--- config.mk ---
export PLATFORM = sky130hd
export DESIGN_NAME = hazard_bubble_ctrl
export DESIGN_NICKNAME = d
export VERILOG_FILES = /design/src/rtl/hazard_bubble_ctrl.sv
export SDC_FILE = /design/constraint.sdc
export NUM_CORES = 1
export LEC_CHECK = 0
export CORE_ASPECT_RATIO = 1.25
export CORE_MARGIN = 2
export CORE_UTILIZATION = 37
export DETAILED_ROUTE_END_ITERATION = 8
export GPL_ROUTABILITY_DRIVEN = 0
export PLACE_DENSITY = 0.75
export REMOVE_ABC_BUFFERS = 1
export SYNTH_ARGS = -nofsm -noshare
export SYNTH_HDL_FRONTEND = slang
export SYNTH_SLANG_ARGS = --single-unit
--- constraint.sdc ---
create_clock -name clk -period 1.85 [get_ports clk]
set_input_delay 0.37 -clock clk [delete_from_list [all_inputs] [get_ports clk]]
set_output_delay 0.37 -clock clk [all_outputs]
set_load 0.005 [all_outputs]
--- src/rtl/hazard_bubble_ctrl.sv ---
// ID/EX control register with load-use stall and branch-flush bubble insertion.
// Bubbles zero the control bundle; a saturating counter records how many were inserted.
module hazard_bubble_ctrl #(
   parameter int unsigned CTRL_W       = 19,
   parameter int unsigned REG_AW       = 5,
   parameter int unsigned STALL_CYCLES = 1,
   parameter int unsigned FLUSH_CYCLES = 2
) (
   input  logic              clk,
   input  logic              rst,
   input  logic [CTRL_W-1:0] ctrl_in,
   input  logic              id_valid,
   input  logic [REG_AW-1:0] id_rs1,
   input  logic [REG_AW-1:0] id_rs2,
   input  logic              id_use_rs1,
   input  logic              id_use_rs2,
   input  logic              ex_memread,
   input  logic [REG_AW-1:0] ex_rd,
   input  logic              flush_in,
   output logic [CTRL_W-1:0] ctrl_out,
   output logic              valid_out,
   output logic              stall_pc,
   output logic              stall_ifid,
   output logic              flush_ifid,
   output logic [15:0]       bubble_cnt
);

   typedef enum logic [1:0] {StRun, StStall, StFlush} state_e;

   localparam logic [3:0] StallRem = 4'(STALL_CYCLES - 1);
   localparam logic [3:0] FlushRem = 4'(FLUSH_CYCLES - 1);

   state_e              state_q, state_d;
   logic [3:0]          rem_q, rem_d;
   logic [CTRL_W-1:0]   ctrl_q, ctrl_d;
   logic                valid_q, valid_d;
   logic [15:0]         cnt_q;
   logic                bubble;
   logic                stall;
   logic                flush;
   logic                hazard;

   assign hazard = ex_memread && (ex_rd != '0) && id_valid &&
                   ((id_use_rs1 && (id_rs1 == ex_rd)) || (id_use_rs2 && (id_rs2 == ex_rd)));

   always_comb begin
      state_d = state_q;
      rem_d   = rem_q;
      ctrl_d  = ctrl_in;
      valid_d = id_valid;
      bubble  = 1'b0;
      stall   = 1'b0;
      flush   = 1'b0;
      if (flush_in) begin
         // Flush wins over a hazard and aborts any stall in progress.
         flush   = 1'b1;
         ctrl_d  = '0;
         valid_d = 1'b0;
         bubble  = 1'b1;
         if (FLUSH_CYCLES > 1) begin
            state_d = StFlush;
            rem_d   = FlushRem;
         end else begin
            state_d = StRun;
            rem_d   = '0;
         end
      end else begin
         unique case (state_q)
            StRun: begin
               if (hazard) begin
                  stall   = 1'b1;
                  ctrl_d  = '0;
                  valid_d = 1'b0;
                  bubble  = 1'b1;
                  if (STALL_CYCLES > 1) begin
                     state_d = StStall;
                     rem_d   = StallRem;
                  end
               end else begin
                  bubble = !id_valid;
               end
            end
            StStall, StFlush: begin
               stall   = (state_q == StStall);
               flush   = (state_q == StFlush);
               ctrl_d  = '0;
               valid_d = 1'b0;
               bubble  = 1'b1;
               if (rem_q <= 4'd1) begin
                  state_d = StRun;
                  rem_d   = '0;
               end else begin
                  rem_d = rem_q - 4'd1;
               end
            end
            default: begin
               state_d = StRun;
               rem_d   = '0;
            end
         endcase
      end
      if (rst) begin
         stall = 1'b0;
         flush = 1'b0;
      end
   end

   always_ff @(posedge clk) begin
      if (rst) begin
         state_q <= StRun;
         rem_q   <= '0;
         ctrl_q  <= '0;
         valid_q <= 1'b0;
         cnt_q   <= '0;
      end else begin
         state_q <= state_d;
         rem_q   <= rem_d;
         ctrl_q  <= ctrl_d;
         valid_q <= valid_d;
         if (bubble && (cnt_q != 16'hFFFF)) begin
            cnt_q <= cnt_q + 16'd1;
         end
      end
   end

   assign ctrl_out   = ctrl_q;
   assign valid_out  = valid_q;
   assign stall_pc   = stall;
   assign stall_ifid = stall;
   assign flush_ifid = flush;
   assign bubble_cnt = cnt_q;

endmodule

* Word-level counts from Yosys, hierarchy flattened
Cells that the tools add are included.
** Storage, ports and cells
- Register bits after elaboration :: 42
- Input port bits :: 41
- Output and inout bits :: 39
- Logic and storage cells :: 53
** Cells by class
- Add/subtract/negate cells :: 2
- Order comparisons :: 1
- Eq/ne operators :: 8
- Multiplexer cells :: 20
- Bitwise gates (word level) :: 1
- Reductions and logical operators :: 14
** Operators with widths (count)
- $pmux W19 S2 :: 1
- $mux W19 :: 1
- $add A16 B1 Y16 const B :: 1
- $ne A16 B16 Y1 const B :: 1
- $eq A5 B5 Y1 :: 2
- $mux W1 :: 10
- $pmux W4 S2 :: 1
- $logic_and A1 B1 Y1 :: 6
- $pmux W1 S2 :: 3
- $reduce_bool A5 Y1 :: 1
- $le A4 B1 Y1 const B :: 1
- $mux W2 :: 2
- $mux W4 :: 1
- $ne A2 B2 Y1 const B :: 2
- $pmux W2 S2 :: 1
- $reduce_and A2 Y1 :: 2
- $reduce_or A2 Y1 :: 2
- $sub A4 B1 Y4 const B :: 1
- $ne A3 B3 Y1 const B :: 1
- $eq A2 B1 Y1 const B :: 1
- $eq A2 B2 Y1 const B :: 1
- $logic_not A2 Y1 :: 1
- $logic_not A1 Y1 :: 1
- $logic_or A1 B1 Y1 :: 1
- $not A1 Y1 :: 1

* Longest topological paths before layout
- Depth after elaboration :: 8
- Mapped depth :: 9
- Mapped depth without buffers :: 7

* Worst setup path before layout
No wires, ideal clock.
- Path kind :: reg2reg
- From :: register cnt_q[0] (netlist: bubble_cnt[0])
- To :: register cnt_q[15] (netlist: bubble_cnt[15])
- Library setup time :: 0.071 ns
- Arrival :: 1.940 ns
- Data required time :: 1.779 ns
- Setup slack :: -0.161 ns
- Stages on the path, launching flop included :: 9
- Buffers on the path :: 1
- Clock period less this slack :: 2.011 ns
- Path through :: dfxtp_1 > ha_1 > and3_1 > nand3_1 > o32a_2 > nand2_2 > buf_6 > or4_1 > a21oi_1
** Between the ends
- Word-level cells in the longest chain between the ends :: 2
- Elaborated cells between the ends (all ways) :: 3
- Classes of those cells :: add/sub: 1; eq/ne: 1; reduce/logical: 1
** Ends and longest elaborated chain
- from (decl) :: line 37 : logic [15:0] cnt_q;
- from (signal assigned) :: line 121 : cnt_q <= cnt_q + 16'd1;
- branches (longest 2 deep; another with $add A16 B1 Y16)
Several ways; the timed one is not identified.
A chain may end at the register's enable or synchronous reset.

* Worst setup path in the final report
- From :: input ex_rd[4]
- To :: register cnt_q[14] (netlist: bubble_cnt[14])
** Between the ends
- Word-level cells in the longest chain between the ends :: 8
- Elaborated cells between the ends (all ways) :: 13
- Classes of those cells :: eq/ne: 2; mux: 3; reduce/logical: 8
** Ends and longest elaborated chain
- from (decl) :: line 18 : input logic [REG_AW-1:0] ex_rd,
- $eq A5 B5 Y1 or $reduce_bool A5 Y1 (tied branches) :: line 44, 43
- $logic_and A1 B1 Y1 (on tied branches) :: line 44, 43
- $logic_or A1 B1 Y1 or $logic_and A1 B1 Y1 (tied branches) :: line 44, 43
- $logic_and A1 B1 Y1 (*) :: line 43 : assign hazard = ex_memread && (ex_rd != '0) && id_valid &&
- $mux W1 (*) :: line 70 : if (hazard) begin
- $pmux W1 S2 (*) :: line 68 : unique case (state_q)
- $mux W1 (*) :: line 54 : if (flush_in) begin
- $logic_and A1 B1 Y1 (*) :: line 120 : if (bubble && (cnt_q != 16'hFFFF)) begin
Every way passes the cells marked *; elsewhere a longest branch is shown, timed or not.

==> flow_metrics.env <==
export IMPL_drv_slew=0
export IMPL_peakVddDrop_mv=0.618
export IMPL_failed_checks="setup timing"
export IMPL_synth_enable_flop_cells=0
export IMPL_fin_total_pwr_mw=2.04
export IMPL_worst_slew_margin_rel=0.707
export IMPL_worst_setup_hold_path_clk_slew_ns=0.07
export IMPL_antenna_found_initial=0
export IMPL_clock_sinks=41
export IMPL_ys_flop_type="sky130_fd_sc_hd__dfxtp_1"
export IMPL_place_inst=342
export IMPL_power_leakage_nw=1.26
export IMPL_post_detailed_route_count_of_antenna_violating_nets=0
export IMPL_critPathLaunchType="input port"
export IMPL_clockBufferDepth=2
export IMPL_fp_row_count=27
export IMPL_path_common_cell="sky130_fd_sc_hd__buf_6"
export IMPL_tritoncts_clock_tree="done"
export IMPL_min_delay_path_depth=2
export IMPL_timing_rr_end="bubble_cnt[14]"
export IMPL_cts_max_level=2
export IMPL_worst_hold_path_type="flop to flop"
export IMPL_tritoncts_num_buffers=5
export IMPL_io_pins=80
export IMPL_setup_viol_count_final=9
export IMPL_num_antenna_cells=0
export IMPL_global_route_usage_total=0.191
export IMPL_reg2reg_from="bubble_cnt[0]"
export IMPL_fp_coreArea_um2=4460
export IMPL_dr_total_vias=1797
export IMPL_ys_top_cells_by_count="41 x sky130_fd_sc_hd__dfxtp_1, 21 x sky130_fd_sc_hd__and2_1, 14 x sky130_fd_sc_hd__a21oi_1"
export IMPL_min_delay_start="bubble_cnt[11]"
export IMPL_worst_slew_pin_slew_ns=0.440
export IMPL_worst_skew_pair_late_latency_ns=0.28
export IMPL_worst_setup_path_type="input port to flop"
export IMPL_synth_seq_area_share=0.470
export IMPL_period_share=1.05
export IMPL_cap_violations=0
export IMPL_pre_cts_slack_ns=-0.730
export IMPL_postRouteWirelength_mm=4.82
export IMPL_synth_top_cells_by_area="sky130_fd_sc_hd__dfxtp_1 47%, sky130_fd_sc_hd__and2_1 7.5%, sky130_fd_sc_hd__xnor2_1 5.0%"
export IMPL_layout_drive_gt1_share=0.277
export IMPL_cp_end_kind="flop"
export IMPL_drt_pre_antenna_iters=4
export IMPL_crit_chain="buf_8 -> buf_6 -> xnor2_2 -> nand4_1 -> buf_4 -> o221ai_4 -> nand2_8 -> buf_6 -> or4_4 -> a21oi_2"
export IMPL_first_global_vias=1809
export IMPL_finalNonFillerCells=369
export IMPL_synth_seq_cells=41
export IMPL_r2r_worst_path_cells=8
export IMPL_synth_top_area_cell="sky130_fd_sc_hd__dfxtp_1"
export IMPL_largest_net_degree_at_the_start_of_global_routing=17
export IMPL_run_status="finished, violations left"
export IMPL_areal_power_density_over_the_cells_nw_per_um2=641
export IMPL_cell_chosen_for_the_clock_root="sky130_fd_sc_hd__clkbuf_8"
export IMPL_max_fanout_on_critical_path=6
export IMPL_dieArea_um2=5290
export IMPL_synthDistinctLibCells=36
export IMPL_timing_final_crit_period_ns=1.93
export IMPL_wire_length_of_the_first_global_routing_pass_mm=7.78
export IMPL_cp_arrival_ns=2.16
export IMPL_synth_cell_area_um2=1750
export IMPL_synth_most_common_cell="sky130_fd_sc_hd__dfxtp_1"
export IMPL_setup_ws_ns=-0.0840
export IMPL_number_of_design_rule_violations_left_by_the_first_detailed_router_iteration=80
export IMPL_grt_setup_unrepaired="true"
export IMPL_syn_mean_instance_area_um2=9.38
export IMPL_async_flop_share=0
export IMPL_yosys_area_top_type_share=0.470
export IMPL_place_port_buffers=79
export IMPL_worst_path_max_delay_cell="sky130_fd_sc_hd__or4_4"
export IMPL_die_x_um=65.4
export IMPL_synthesis_instances=186
export IMPL_route_detailed_vias_per_inst=4.87
export IMPL_finClkSkew_ns=0.00487
export IMPL_drc=0
export IMPL_finish_net_count=354
export IMPL_yosys_warnings=0
export IMPL_start_util=0.391
export IMPL_critical_path_top_delay_family="simple AND/OR/NAND/NOR gates"
export IMPL_worst_ep_required_time_ns=2.07
export IMPL_timing_final_hold_violations=0
export IMPL_hpwl_after_detailed_placement_mm=3.41
export IMPL_die_h_um=80.8
export IMPL_timing_critical_path_buf_inv=4
export IMPL_wl_per_cell_um=13.1
export IMPL_reg2reg_slack_ns=-0.02
export IMPL_area_growth_synth_to_final_pct=81.8
export IMPL_overflow=0
export IMPL_timing_hold_worst_endpoint="bubble_cnt[11]"
export IMPL_max_freq_mhz=517
export IMPL_critical_path_max_stage_delay_ns=0.50
## worst reg2reg max path: stages, from the launching register on
cell and delay (ns):
sky130_fd_sc_hd__dfxtp_1 0.33, sky130_fd_sc_hd__ha_2 0.19, sky130_fd_sc_hd__and3_4 0.18, sky130_fd_sc_hd__nand3_2 0.08
sky130_fd_sc_hd__o32a_4 0.19, sky130_fd_sc_hd__nand2_8 0.07, sky130_fd_sc_hd__buf_6 0.15, sky130_fd_sc_hd__or4_4 0.50
sky130_fd_sc_hd__a21oi_2 0.12
## worst max path at each step
stage,from,end,slack [ns],cells past startpoint
detailed placement,ex_rd[2],stall_ifid,-0.73,6
finish,ex_rd[4],bubble_cnt[14],-0.08,10
global placement,ex_rd[0],stall_ifid,-0.70,5
global route,ex_rd[4],bubble_cnt[13],-0.14,10
CTS,ex_rd[4],stall_ifid,-0.05,5
floorplan,ex_rd[0],ctrl_out[0],-0.31,4
## cells in the final DEF (no fill, tap or decap), types with 5 or more instances in the layout
cell,n
sky130_fd_sc_hd__nand3_1,8
sky130_fd_sc_hd__dfxtp_1,41
sky130_fd_sc_hd__o31ai_1,7
sky130_fd_sc_hd__nor2_1,9
sky130_fd_sc_hd__nand4_1,5
sky130_fd_sc_hd__buf_4,32
sky130_fd_sc_hd__buf_6,10
sky130_fd_sc_hd__buf_2,9
sky130_fd_sc_hd__xnor2_1,6
sky130_fd_sc_hd__dlygate4sd2_1,6
sky130_fd_sc_hd__clkbuf_8,5
sky130_fd_sc_hd__a21oi_1,11
sky130_fd_sc_hd__and2_1,19
sky130_fd_sc_hd__nand2_1,12
sky130_fd_sc_hd__clkdlybuf4s50_1,56
sky130_fd_sc_hd__xor2_1,6
## area by class of cell
class | count | area (um2)
clock buffer | 6 | 72.6
clock inverter | 2 | 38.8
fill | 352 | 1290
inverter | 4 | 15.0
multi-input combinational | 134 | 996
sequential | 41 | 821
tap | 58 | 72.6
timing repair buffer | 124 | 1160
## power by group
group | switching, mW | leakage (nW) | internal (mW)
Clock | 0.300 | 0.0554 | 0.405
Sequential | 0.0126 | 0.334 | 0.912
Combinational | 0.150 | 0.871 | 0.256
## through the flow
stage | utilization | TNS, ns | hold slack (ns) | cell area [um2]
finish | 0.712 | -0.425 | 0.519 | 3170
global route | 0.712 | -1.73 | 0.549 | 3170
CTS | 0.691 | -0.283 | 0.515 | 3080
detailed placement | 0.620 | -23.91 | 0.504 | 2770
global placement | 0.620 | -23.18 | 0.485 | 2770
floorplan | - | -7.36 | 0.439 | 1690
## sequential cells by signal (all words and copies together) (netlist names)
register	cells
ctrl_out	19
bubble_cnt	16
rem_q	4
state_q	1
valid_out	1
## timing repair
action	4_1_cts	5_1_grt
hold buffers	0	0
setup endpoints to repair	39	35
gates resized for setup	83	21
pin swaps	27	26
setup buffers	13	3
gates cloned	2	2
## logic make-up (layout without fill, tap and decap cells)
group / count (synthesis) / in the layout / share of synthesized area
and+or+nand+nor: 81 / 81 / 0.257
muxes: 1 / 1 / 0.00573
AOI/OAI and AO/OA: 33 / 33 / 0.127
xor gates and xnor gates: 16 / 16 / 0.0803
buffers and inverters: 11 / 136 / 0.0380
DFF: 41 / 41 / 0.470
adders and majority gates: 3 / 3 / 0.0215
## metal layers
metal / track usage / share of wire / wire, um / vias to the layer above
met1: 0.185 / 0.36 / 1740 / 825
li1: - / - / - / 903
met4: 0.0542 / 0.0071 / 34 / 0
met3: 0.0970 / 0.11 / 519 / 2
met2: 0.351 / 0.52 / 2520 / 67
met5: 0 / 0 / 0 / -
(Power assumes the default switching activity.)
